### src/rtl/cache_control_pkg.sv
// rtl/cache_control_pkg.sv - shared control address map and event bundle for cache_control
package cache_control_pkg;

  localparam int CTRL_ADDR_W = 4;

  // Values are shared with software drivers; keep them stable.
  typedef enum logic [CTRL_ADDR_W-1:0] {
    ADDR_NONE       = 4'd0,
    ADDR_WTB_EMPTY  = 4'd1,
    ADDR_WTB_FULL   = 4'd2,
    ADDR_RW_HIT     = 4'd3,
    ADDR_RW_MISS    = 4'd4,
    ADDR_READ_HIT   = 4'd5,
    ADDR_READ_MISS  = 4'd6,
    ADDR_WRITE_HIT  = 4'd7,
    ADDR_WRITE_MISS = 4'd8,
    ADDR_RST_CNT    = 4'd9,
    ADDR_INVALIDATE = 4'd10
  } ctrl_addr_e;

  typedef struct packed {
    logic write_miss;
    logic write_hit;
    logic read_miss;
    logic read_hit;
  } cache_evt_t;

endpackage

### src/rtl/cache_control_if.sv
// rtl/cache_control_if.sv - control request/response bus between cache front-end and cache_control
interface cache_control_if #(
  parameter int DATA_W = 32
);
  import cache_control_pkg::*;

  logic                   valid;
  logic [CTRL_ADDR_W-1:0] addr;
  logic [DATA_W-1:0]      rdata;
  logic                   ready;

  modport master (output valid, addr, input rdata, ready);
  modport slave  (input valid, addr, output rdata, ready);

endinterface

### src/rtl/cache_ctrl_counters.sv
// rtl/cache_ctrl_counters.sv - hit/miss performance counters with synchronous clear
module cache_ctrl_counters
  import cache_control_pkg::*;
#(
  parameter int DATA_W = 32
) (
  input  logic              i_clk,
  input  logic              i_reset,
  input  logic              i_clear,
  input  cache_evt_t        i_evt,
  output logic [DATA_W-1:0] o_read_hit,
  output logic [DATA_W-1:0] o_read_miss,
  output logic [DATA_W-1:0] o_write_hit,
  output logic [DATA_W-1:0] o_write_miss,
  output logic [DATA_W-1:0] o_rw_hit,
  output logic [DATA_W-1:0] o_rw_miss
);

  logic [DATA_W-1:0] r_hit_rd;
  logic [DATA_W-1:0] r_miss_rd;
  logic [DATA_W-1:0] r_hit_wr;
  logic [DATA_W-1:0] r_miss_wr;

  // Clear dominates any event landing in the same cycle.
  always_ff @(posedge i_clk) begin
    if (i_reset || i_clear) begin
      r_hit_rd  <= '0;
      r_miss_rd <= '0;
      r_hit_wr  <= '0;
      r_miss_wr <= '0;
    end else begin
      if (i_evt.read_hit)   r_hit_rd  <= r_hit_rd + 1'b1;
      if (i_evt.read_miss)  r_miss_rd <= r_miss_rd + 1'b1;
      if (i_evt.write_hit)  r_hit_wr  <= r_hit_wr + 1'b1;
      if (i_evt.write_miss) r_miss_wr <= r_miss_wr + 1'b1;
    end
  end

  assign o_read_hit   = r_hit_rd;
  assign o_read_miss  = r_miss_rd;
  assign o_write_hit  = r_hit_wr;
  assign o_write_miss = r_miss_wr;
  assign o_rw_hit     = r_hit_rd + r_hit_wr;
  assign o_rw_miss    = r_miss_rd + r_miss_wr;

endmodule

### src/rtl/cache_control.sv
// rtl/cache_control.sv - cache control/status slave: registered reads, counter clear, invalidate pulse
module cache_control
  import cache_control_pkg::*;
#(
  parameter int DATA_W   = 32,
  parameter int CTRL_CNT = 1
) (
  input  logic             i_clk,
  input  logic             i_reset,
  cache_control_if.slave   bus,
  input  logic             i_wtbuf_empty,
  input  logic             i_wtbuf_full,
  input  logic             i_write_hit,
  input  logic             i_write_miss,
  input  logic             i_read_hit,
  input  logic             i_read_miss,
  output logic             o_invalidate
);

  logic              r_ready;
  logic              r_invalidate;
  logic [DATA_W-1:0] r_rdata;
  logic [DATA_W-1:0] w_rdata_next;
  logic              w_clear;
  logic [DATA_W-1:0] w_read_hit, w_read_miss, w_write_hit, w_write_miss;
  logic [DATA_W-1:0] w_rw_hit, w_rw_miss;
  cache_evt_t        w_evt;

  assign w_evt   = '{write_miss: i_write_miss, write_hit: i_write_hit,
                     read_miss: i_read_miss, read_hit: i_read_hit};
  assign w_clear = bus.valid && (bus.addr == ADDR_RST_CNT);

  generate
    if (CTRL_CNT != 0) begin : g_cnt
      cache_ctrl_counters #(.DATA_W(DATA_W)) u_counters (
        .i_clk        (i_clk),
        .i_reset      (i_reset),
        .i_clear      (w_clear),
        .i_evt        (w_evt),
        .o_read_hit   (w_read_hit),
        .o_read_miss  (w_read_miss),
        .o_write_hit  (w_write_hit),
        .o_write_miss (w_write_miss),
        .o_rw_hit     (w_rw_hit),
        .o_rw_miss    (w_rw_miss)
      );
    end else begin : g_no_cnt
      assign w_read_hit   = '0;
      assign w_read_miss  = '0;
      assign w_write_hit  = '0;
      assign w_write_miss = '0;
      assign w_rw_hit     = '0;
      assign w_rw_miss    = '0;
    end
  endgenerate

  // Mux reads the counters in the request cycle, so same-cycle events are not yet visible.
  always_comb begin
    w_rdata_next = '0;
    case (bus.addr)
      ADDR_WTB_EMPTY:  w_rdata_next = DATA_W'(i_wtbuf_empty);
      ADDR_WTB_FULL:   w_rdata_next = DATA_W'(i_wtbuf_full);
      ADDR_RW_HIT:     w_rdata_next = w_rw_hit;
      ADDR_RW_MISS:    w_rdata_next = w_rw_miss;
      ADDR_READ_HIT:   w_rdata_next = w_read_hit;
      ADDR_READ_MISS:  w_rdata_next = w_read_miss;
      ADDR_WRITE_HIT:  w_rdata_next = w_write_hit;
      ADDR_WRITE_MISS: w_rdata_next = w_write_miss;
      default:         w_rdata_next = '0;
    endcase
  end

  always_ff @(posedge i_clk) begin
    if (i_reset) begin
      r_ready      <= 1'b0;
      r_invalidate <= 1'b0;
      r_rdata      <= '0;
    end else begin
      r_ready      <= bus.valid;
      r_invalidate <= bus.valid && (bus.addr == ADDR_INVALIDATE);
      if (bus.valid) r_rdata <= w_rdata_next;
    end
  end

  assign bus.ready    = r_ready;
  assign bus.rdata    = r_rdata;
  assign o_invalidate = r_invalidate;

endmodule
### src/flat_wrapper.sv
// flat-port wrapper written by rule: the top's interface ports become plain ports
module cache_control_flat import cache_control_pkg::*;
#(
  parameter int DATA_W   = 32,
  parameter int CTRL_CNT = 1
)
  (i_clk, i_reset, i_wtbuf_empty, i_wtbuf_full, i_write_hit, i_write_miss, i_read_hit, i_read_miss, o_invalidate, bus_valid, bus_addr, bus_rdata, bus_ready);
  cache_control_if #(.DATA_W(DATA_W)) bus_i ();
  input  logic i_clk;
  input  logic i_reset;
  input  logic i_wtbuf_empty;
  input  logic i_wtbuf_full;
  input  logic i_write_hit;
  input  logic i_write_miss;
  input  logic i_read_hit;
  input  logic i_read_miss;
  output logic o_invalidate;
  input wire logic [$bits(bus_i.valid)-1:0] bus_valid;
  input wire logic [$bits(bus_i.addr)-1:0] bus_addr;
  output wire logic [$bits(bus_i.rdata)-1:0] bus_rdata;
  output wire logic [$bits(bus_i.ready)-1:0] bus_ready;
  assign bus_i.valid = bus_valid;
  assign bus_i.addr = bus_addr;
  assign bus_rdata = bus_i.rdata;
  assign bus_ready = bus_i.ready;
  cache_control #(.DATA_W(DATA_W), .CTRL_CNT(CTRL_CNT)) u_core (.i_clk(i_clk), .i_reset(i_reset), .bus(bus_i), .i_wtbuf_empty(i_wtbuf_empty), .i_wtbuf_full(i_wtbuf_full), .i_write_hit(i_write_hit), .i_write_miss(i_write_miss), .i_read_hit(i_read_hit), .i_read_miss(i_read_miss), .o_invalidate(o_invalidate));
endmodule
### config.mk
export PLATFORM = sky130hd
export DESIGN_NAME = cache_control_flat
export DESIGN_NICKNAME = d
export VERILOG_FILES = /design/src/rtl/cache_control_pkg.sv /design/src/rtl/cache_control_if.sv /design/src/rtl/cache_ctrl_counters.sv /design/src/rtl/cache_control.sv /design/src/flat_wrapper.sv
export SDC_FILE = /design/constraint.sdc
export NUM_CORES = 1
export LEC_CHECK = 0
export BUFFER_PORTS_ARGS = -buffer_cell sky130_fd_sc_hd__buf_2
export CORE_ASPECT_RATIO = 1.1
export CORE_MARGIN = 2
export CORE_UTILIZATION = 35
export CTS_BUF_LIST = sky130_fd_sc_hd__clkbuf_8
export DETAILED_ROUTE_END_ITERATION = 16
export PLACE_DENSITY = 0.59
export SLEW_MARGIN = 20
export SYNTH_ARGS = -nofsm -noshare
export SYNTH_HDL_FRONTEND = slang
export SYNTH_SLANG_ARGS = --single-unit
export TNS_END_PERCENT = 5
### constraint.sdc
create_clock -name i_clk -period 7.9 [get_ports i_clk]
set_input_delay 1.58 -clock i_clk [delete_from_list [all_inputs] [get_ports i_clk]]
set_output_delay 1.58 -clock i_clk [all_outputs]
set_load 0.05 [all_outputs]
---- Yosys cells after proc, flatten, opt, wreduce, memory -nomap -nowiden ----
Index checks and enable logic that the tools add are counted.
word-level totals
  register bits after elaboration ......... 162
  bits of input ports ..................... 13
  output and inout port bits .............. 34
  word-level logic and storage cells ...... 27
cells by class
  add/sub/neg operators ................... 6
  equality and inequality tests ........... 10
  mux-type cells .......................... 1
  reductions and logical operators ........ 3
operator list
  operator               count
  $pmux 32 s8            1
  $add 32x1->32 const B  4
  $add 32x32->32         2
  $eq 4x3->1 const B     4
  $eq 4x4->1 const B     3
  $eq 4x2->1 const B     2
  $eq 4x1->1 const B     1
  $logic_and 1x1->1      2
  $logic_or 1x1->1       1

---- Depth between registers and ports, before layout ----
Gate-level depths: netlist of run 1.
  depth after elaboration ................. 3
  gate-level depth with buffers ........... 12
  depth with buffers taken out ............ 12

---- By module ----
From an unflattened synthesis of run 1, not the netlist that was laid out.
unflattened totals
  cells, all modules ...................... 1,353
  area, all modules ....................... 11,198.2 um^2
modules (own cells, without submodules)
  module               times used  cells an instance  area an instance (um^2)  seq. area each (um^2)
  cache_ctrl_counters  1           1,110              8,909.8                  2,562.5
  cache_control        1           243                2,288.4                  680.7

---- Worst setup path before layout of run 1 ----
No wires, ideal clock.
  path kind ............................... input-to-reg
  start point ............................. input bus_addr[1]
  end point ............................... register u_core.r_rdata[11] (netlist: u_core.bus.rdata[11])
  setup time .............................. 0.128 ns
  data arrival time ....................... 3.254 ns
  required time ........................... 7.772 ns
  setup slack ............................. 4.519 ns
  stages on the path ...................... 10
  buffers on the path ..................... 3
  path through ............................ clkbuf_1 > buf_2 > buf_2 > mux2_2 > a22oi_1 > nor2_1 > a221oi_1 > o21ai_0 > a22oi_1 > nor2_1
between the ends
  cells in the longest elaborated chain, start to end .. 2
  elaborated cells between the ends (all ways) .. 9
  classes of those cells .................. eq/ne: 8; mux: 1
RTL lines
  item                                      RTL line             text
  from (decl)                               flat_wrapper.sv:19   input wire logic [$bits(bus_i.addr)-1:0] bus_addr;
  $eq 4x4->1, or another cell as far along  cache_control.sv:60  case (bus.addr)
  $pmux 32 s8 (*)                           cache_control.sv:60
  to (signal assigned)                      cache_control.sv:81  if (bus.valid) r_rdata <= w_rdata_next;
  to (decl)                                 cache_control.sv:22  logic [DATA_W-1:0] r_rdata;
Mark *: on every way between the ends. The rest lies on a longest branch, timed or not.
A chain may end at the register's enable or synchronous reset.

---- Worst setup path after layout of run 1 ----
  start point ............................. input bus_addr[0]
  end point ............................... register u_core.g_cnt.u_counters.r_miss_wr[9] (netlist: u_core.g_cnt.u_counters.o_write_miss[9])
between the ends
  cells in the longest elaborated chain, start to end .. 3
RTL lines
  item                  RTL line                   text
  $eq 4x4->1            cache_control.sv:31        assign w_clear = bus.valid && (bus.addr == ADDR_RST_CNT);
  $logic_and 1x1->1     cache_control.sv:31
  $logic_or 1x1->1      cache_ctrl_counters.sv:26  if (i_reset || i_clear) begin
  to (signal assigned)  cache_ctrl_counters.sv:35  if (i_evt.write_miss) r_miss_wr <= r_miss_wr + 1'b1;
  to (decl)             cache_ctrl_counters.sv:22  logic [DATA_W-1:0] r_miss_wr;
No other way between the ends.

==> results_dict.tcl, run 1 <==
set metrics [dict create \
    end_kind "flip-flop" \
    met1_usage_pct 25.4 \
    p_leak_nw 4.78 \
    cts-buffers-inserted 17 \
    drtPass1Iterations 9 \
    layout_commonest_cell "nor2_1" \
    cts-root-buf "clkbuf_8" \
    post-dp-hpwl_mm 25.1 \
    yosys_warnings 0 \
    clockBufferDepth 2 \
    initial_core_util_pct 35.6 \
    drt-total-wl_mm 33.5 \
    vias 10525 \
    cts_hold_buf 0 \
    synth_compound_area_share_pct 21.5 \
    drc 0 \
    area_growth_pct 9.05 \
    worstMarginPinSlew_ns 0.844 \
    antenna_cells 0 \
    most-common-layout-cells "189 x nor2_1, 162 x dfxtp_1, 131 x nand2_1" \
    path_clk_slew_ns 0.10 \
    nets 1500 \
    gp_congestion 0.908 \
    final_core_util_pct 38.8 \
    grt-ovfl-total 0 \
    critPathBufInv 2 \
    synth_area_um2 11200 \
    seq_area_frac_synth_pct 28.9 \
    clk-insertion-delay-late_ns 0.48 \
    cts_setup_buffers 0 \
    ios 47 \
    finalSetupViolCount 0 \
    worst_ep_arrival_time_ns 4.06 \
    synth-seq-cells 162 \
    cts_tree "done" \
    cp.required_ns 8.23 \
    maxSlewViolCount 0 \
    synth_fa_ha_area_share_pct 7.73 \
    fp.dieW_um 175 \
    antenna_found_initial 0 \
    yosysUniqueCellTypes 76 \
    irDropWorstVdd_v 0.0000988 \
    critPathMaxStageDelay_ns 0.73 \
    cp_top_family "buffers and inverters" \
    layout_min_cycle_time_ns 3.73 \
    cts_num_sinks 162 \
    die-area_um2 33500 \
    synth_top_family_by_area "simple AND/OR/NAND/NOR gates" \
    cp_max_fo 65 \
    synth_xor_xnor_area_share_pct 12.0 \
    powerDensity_nw_per_um2 132 \
    syn_inst 1412 \
    grtUsageTotal_pct 20.2 \
    grt.met3_usage_pct 2.77 \
    vias_per_cell 5.68 \
    reg2reg_slack_ns 4.44 \
    avgRoutedWirePerCell_um 18.1 \
    cp_cell_sequence "buf_2 -> nor2b_1 -> a41o_4 -> buf_4 -> nor2_1" \
    fin_worst_skew_ns 0.0185 \
    cts.htree.levels 4 \
    synth_edf_count 0 \
    cts_resized 0 \
    drv_cap 0 \
    synth_fp_nets 1493 \
    synthSimpleGateAreaFrac_pct 23.4 \
    antenna_left 0 \
    min_path_type "flip-flop to flip-flop" \
    syn_avg_cell_area_um2 7.93 \
    status "completed" \
    core_um2 31500 \
    busiest_layer "met2" \
    grt_pass1_vias 9920 \
    setup.worst_path.start_class "input port" \
    criticalPathCategory "input port to flip-flop" \
    crit_slowest_cell "a41o_4" \
    hold_violations 0 \
    die_height_um 192 \
    async_flop_share_pct 0 \
    row_count 68 \
    synthMuxAreaShare_pct 3.12 \
    grtUsageMet2_pct 35.8 \
    slew_headroom_pct 43.8 \
    grt_start_max_net_pins 66 \
    period_share_pct 47.2 \
    rsz0062_at_grt "false" \
    io_buffers 46 \
    grt_pass1_wl_mm 53.8 \
    drive_above_1_share_pct 9.36 \
    synth_flop_cell "dfxtp_1" \
    finalSetupTns_ns 0 \
    fmax_mhz 268 \
    drt_iter0_drc 984 \
]
-- worst reg2reg max path, stage by stage (launching register included) --
cell and delay (ns):
dfxtp_1 0.54, ha_1 0.25, inv_1 0.06, fa_1 0.38, nand2b_1 0.20, a21oi_2 0.18, o21ai_1 0.17, o31ai_1 0.38
a31oi_1 0.22, o311a_1 0.38, o21ai_1 0.20, mux2i_1 0.27, a31oi_1 0.12
-- cell type report --
type / instances / area, um2
tap: 420 / 526
timing repair buffer: 56 / 305
sequential: 162 / 3240
multi-input combinational: 1158 / 7630
clock inverter: 14 / 176
clock buffer: 18 / 248
fill: 3311 / 19300
inverter: 24 / 90.1
-- power by group --
group	internal (W)	leakage (nW)	switching [W]	total (W)
Sequential	0.000821	1.31	0.0000105	0.000831
Combinational	0.0000224	3.25	0.0000614	0.0000838
Clock	0.000327	0.217	0.000364	0.000691
-- metal layers --
| layer | wire, um | vias to the layer above | part of all wire, % |
|---|---|---|---|
| li1 | - | 5164 | - |
| met3 | 1590 | 59 | 4.8 |
| met2 | 16000 | 318 | 48 |
| met1 | 14900 | 4984 | 45 |
| met4 | 954 | 0 | 2.9 |
| met5 | 0 | - | 0 |
-- flip-flops by register name, indices dropped and copies added, names as in the netlist --
signal                                flops
u_core.bus.rdata                         32
u_core.g_cnt.u_counters.o_write_hit      32
u_core.bus.ready                          1
u_core.g_cnt.u_counters.o_write_miss     32
u_core.g_cnt.u_counters.o_read_miss      32
u_core.o_invalidate                       1
u_core.g_cnt.u_counters.o_read_hit       32
-- worst paths after layout --
| check | cells after the start | endpoint | from |
|---|---|---|---|
| min | 2 | u_core.bus.rdata[31]$_SDFFE_PP0P_ | u_core.bus.rdata[31]$_SDFFE_PP0P_ |
| max | 5 | u_core.g_cnt.u_counters.o_write_miss[9]$_SDFFE_PP0P_ | bus_addr[0] |
| max reg2reg | 12 | u_core.bus.rdata[28]$_SDFFE_PP0P_ | u_core.g_cnt.u_counters.o_write_hit[0]$_SDFFE_PP0P_ |
| min reg2reg | 2 | u_core.bus.rdata[31]$_SDFFE_PP0P_ | u_core.bus.rdata[31]$_SDFFE_PP0P_ |
-- cell usage after synthesis (9+ instances only) --
cell type	instances	area (um2)
nor2_1	189	709
dfxtp_1	162	3240
nand2_1	131	492
a21oi_1	99	495
xor2_1	99	867
ha_1	66	826
o21ai_0	60	300
xnor2_1	55	482
nand3_1	53	265
clkbuf_1	52	195
nand4_1	41	257
and3_1	28	175
a22oi_1	27	203
inv_1	23	86.3
mux2_2	23	259
a21o_1	21	158
or3_1	21	131
a221oi_1	18	158
nor3_1	17	85.1
and4_1	16	140
a222oi_1	14	140
nand2b_1	14	87.6
a22o_1	12	105
nor2b_1	12	75.1
a31oi_1	11	68.8
buf_2	10	50.1
a211oi_1	9	67.6
and2_1	9	56.3
mux2i_1	9	90.1
-- logic make-up (layout without fill, tap and decap cells) --
logic type,Yosys count,in the layout
and+or+nand+nor,550,550
DFF,162,162
xor gates and xnor gates,154,154
AOI/OAI and AO/OA,354,354
muxes,32,32
buffers and inverters,92,112
adders and majority gates,68,68
-- stage by stage --
stage          area (um2)  hold WS (ns)  power, W  worst slack, ns  instances
6_report            12200         0.496   0.00161             4.17       1852
5_1_grt             12200         0.516   0.00166             3.91       1852
4_1_cts             12200         0.494   0.00162             4.16       1852
3_5_place_dp        11800         0.481  0.000933             3.66       1820
3_3_place_gp        11800         0.479  0.000931             3.78       1820
2_1_floorplan       11200         0.475  0.000903             4.52       1412
Note: power is estimated with default switching activity, not from simulation.
==> inputs of run 2 (changes only) <==
--- a/config.mk
+++ b/config.mk
@@ -5,6 +5,7 @@
 export SDC_FILE = /design/constraint.sdc
 export NUM_CORES = 1
 export LEC_CHECK = 0
+export ABC_AREA = 1
 export BUFFER_PORTS_ARGS = -buffer_cell sky130_fd_sc_hd__buf_2
 export CORE_ASPECT_RATIO = 1.1
 export CORE_MARGIN = 2
==> constraint.sdc (replaced) <==
create_clock -name i_clk -period 3.9 [get_ports i_clk]
set_input_delay 0.78 -clock i_clk [delete_from_list [all_inputs] [get_ports i_clk]]
set_output_delay 0.78 -clock i_clk [all_outputs]
set_load 0.05 [all_outputs]
==> results_dict.tcl, run 2 <==
set metrics [dict create \
    status "completed" \
    p_leak_nw 6.50 \
    area_growth_pct 8.98 \
    synthDominantCellAreaShare_pct 24.4 \
    yosys_warnings 0 \
    clkPwrFrac_pct 43.8 \
    critPathLaunch "u_core.g_cnt.u_counters.o_write_hit[0]$_SDFFE_PP0P_" \
    io_buffers 46 \
    pre_cts_ws_ns 1.10 \
    most-common-layout-cells "672 x nand2_1, 362 x inv_1, 207 x nor2_1" \
    rr_endpoint "u_core.bus.rdata[24]$_SDFFE_PP0P_" \
    cts_num_sinks 162 \
    synth.area.top_cells "dfxtp_1 24%, nand2_1 19%, inv_1 10%, a21oi_1 6.4%, nand3_1 6.4%" \
    layout_min_cycle_time_ns 2.68 \
    cp.required_ns 4.34 \
    timing.final.ws_setup_ns 1.22 \
    hold_violations 0 \
    synth-seq-cells 162 \
    switchingPower_w 0.000870 \
    pwr-share-seq_pct 51.0 \
    pwr-share-comb_pct 5.3 \
    core_um2 37300 \
    cts_hold_buf 0 \
    grt_pass1_wl_mm 77.8 \
    reg2reg_slack_ns 1.22 \
    fp.dieW_um 190 \
    syn_avg_cell_area_um2 5.92 \
    criticalPathCategory "flip-flop to flip-flop" \
    cts_setup_buffers 0 \
    post_dp_cell_area_um2 14100 \
    grt_start_max_net_pins 59 \
    maxSlewViolCount 0 \
    die-area_um2 39600 \
    clk-insertion-delay-late_ns 0.52 \
    grt_pass1_vias 13901 \
    hold_slack_ns 0.474 \
    reg2reg_depth 14 \
    drc 0 \
    path_clk_slew_ns 0.09 \
    worstMarginPinSlew_ns 1.07 \
    fin_area_um2 14500 \
    grt-ovfl-total 0 \
    worstReg2RegStart "u_core.g_cnt.u_counters.o_write_hit[0]$_SDFFE_PP0P_" \
    antenna_found_initial 0 \
    synth_fp_nets 2330 \
    cp_max_fo 5 \
    period_share_pct 68.7 \
    antenna_left 0 \
    vias 14667 \
    drtPass1Iterations 6 \
    finalSetupTns_ns 0 \
    post-dp-hpwl_mm 41.7 \
    drive_above_1_share_pct 6.89 \
    ios 47 \
    antenna_cells 0 \
    synth_largest_area_cell "dfxtp_1" \
    nets 2360 \
    cts_tree "done" \
    synth_edf_count 0 \
    worst_ep_arrival_time_ns 3.12 \
    row_count 74 \
    setup.worst_path.start_class "flip-flop" \
    synth_area_um2 13300 \
    grtUsageTotal_pct 25.8 \
    gp_congestion 0.973 \
    irDropWorstVdd_v 0.000250 \
    avgRoutedWirePerCell_um 18.2 \
    powerDensity_nw_per_um2 226 \
    total_power_w 0.00328 \
    fill_cells 4125 \
    vias_per_cell 5.26 \
    power.internal_w 0.00241 \
    drt_iter0_drc 1196 \
    yosysUniqueCellTypes 52 \
    async_flop_share_pct 0 \
    cp-endpoint "u_core.bus.rdata[24]$_SDFFE_PP0P_" \
    seq_area_frac_synth_pct 24.4 \
    rsz0062_at_grt "false" \
    cts-root-buf "clkbuf_8" \
    drt-total-wl_mm 50.8 \
    synth_flop_cell "dfxtp_1" \
    clockBufferDepth 2 \
    cts-buffers-inserted 17 \
    drv_cap 0 \
    p_sw_share_pct 26.6 \
    initial_core_util_pct 35.7 \
    yosys-top-cells-count "672 x nand2_1, 362 x inv_1, 209 x nor2_1, 170 x a21oi_1, 169 x nand3_1" \
    min_path_type "flip-flop to flip-flop" \
    layout_commonest_cell "nand2_1" \
    finalSetupViolCount 0 \
    die_height_um 209 \
    fin_worst_skew_ns 0.0151 \
    yosysMostFrequentCell "nand2_1" \
    cts.htree.levels 4 \
    cts_resized 0 \
    slew_headroom_pct 28.1 \
    fmax_mhz 373 \
    end_kind "flip-flop" \
    syn_inst 2249 \
]
==> run 2: cell type report <==
| cell class | count | area, um2 | share of cell area (%) |
|---|---|---|---|
| inverter | 376 | 1410 | 9.73 |
| clock inverter | 11 | 151 | 1.04 |
| clock buffer | 21 | 289 | 1.99 |
| timing repair buffer | 55 | 310 | 2.14 |
| multi-input combinational | 1667 | 8480 | 58.5 |
| tap | 494 | 618 | 4.26 |
| sequential | 162 | 3240 | 22.4 |
==> run 2: kinds of logic after synthesis <==
family,Yosys count,synth area share (%)
simple gates,1238,40.9
fa+ha+maj,68,6.51
buf+inv,420,12.0
flops,162,24.4
compound gates,331,14.3
xor+xnor,30,1.97
==> run 2: worst min-delay path by stage <==
stage	from	endpoint	slack [ns]	depth (start not counted)
floorplan	u_core.g_cnt.u_counters.o_read_hit[19]$_SDFFE_PP0P_	u_core.g_cnt.u_counters.o_read_hit[19]$_SDFFE_PP0P_	0.46	1
CTS	u_core.bus.rdata[29]$_SDFFE_PP0P_	u_core.bus.rdata[29]$_SDFFE_PP0P_	0.48	2
finish	u_core.bus.rdata[29]$_SDFFE_PP0P_	u_core.bus.rdata[29]$_SDFFE_PP0P_	0.47	2
global route	u_core.bus.rdata[31]$_SDFFE_PP0P_	u_core.bus.rdata[31]$_SDFFE_PP0P_	0.50	2
global placement	u_core.bus.rdata[0]$_SDFFE_PP0P_	u_core.bus.rdata[0]$_SDFFE_PP0P_	0.46	2
detailed placement	u_core.bus.rdata[30]$_SDFFE_PP0P_	u_core.bus.rdata[30]$_SDFFE_PP0P_	0.46	2
==> run 2: metal layers <==
layer,global-route usage [%],wire (um),vias to the layer above
met1,31.3,21100,6792
met3,2.63,2600,107
met4,12.5,2550,0
met2,45.4,24500,404
li1,-,-,7364
met5,0,0,-
==> run 2: critical path, cell delays in order (launching register included) <==
cell and delay, ns:
dfxtp_1 0.46, ha_1 0.26, inv_1 0.07, fa_1 0.35, inv_1 0.15, nand3_1 0.09, nand3_1 0.19, nand2_1 0.09
nand2_1 0.18, nand2_1 0.11, nand4_1 0.11, nand3_1 0.20, nand3_1 0.15, nand2_1 0.05, a21oi_1 0.14
==> run 2: power groups by stage <==
| stage | sequential [W] | combinational [W] | clock, W |
|---|---|---|---|
| after floorplan | 0.00171 | 0.000109 | 0 |
| after global placement | 0.00171 | 0.000169 | 0 |
| after detailed placement | 0.00171 | 0.000170 | 0 |
| after CTS | 0.00167 | 0.000172 | 0.00146 |
| after global routing | 0.00167 | 0.000189 | 0.00152 |
| final | 0.00167 | 0.000173 | 0.00143 |
==> run 2: metrics by stage <==
| stage | std cells | util [%] |
|---|---|---|
| final | 2786 | 38.9 |
| after detailed placement | 2754 | 37.7 |
| after global routing | 2786 | 38.9 |
| after floorplan | 2249 | - |
| after CTS | 2786 | 38.9 |
| after global placement | 2754 | 37.7 |
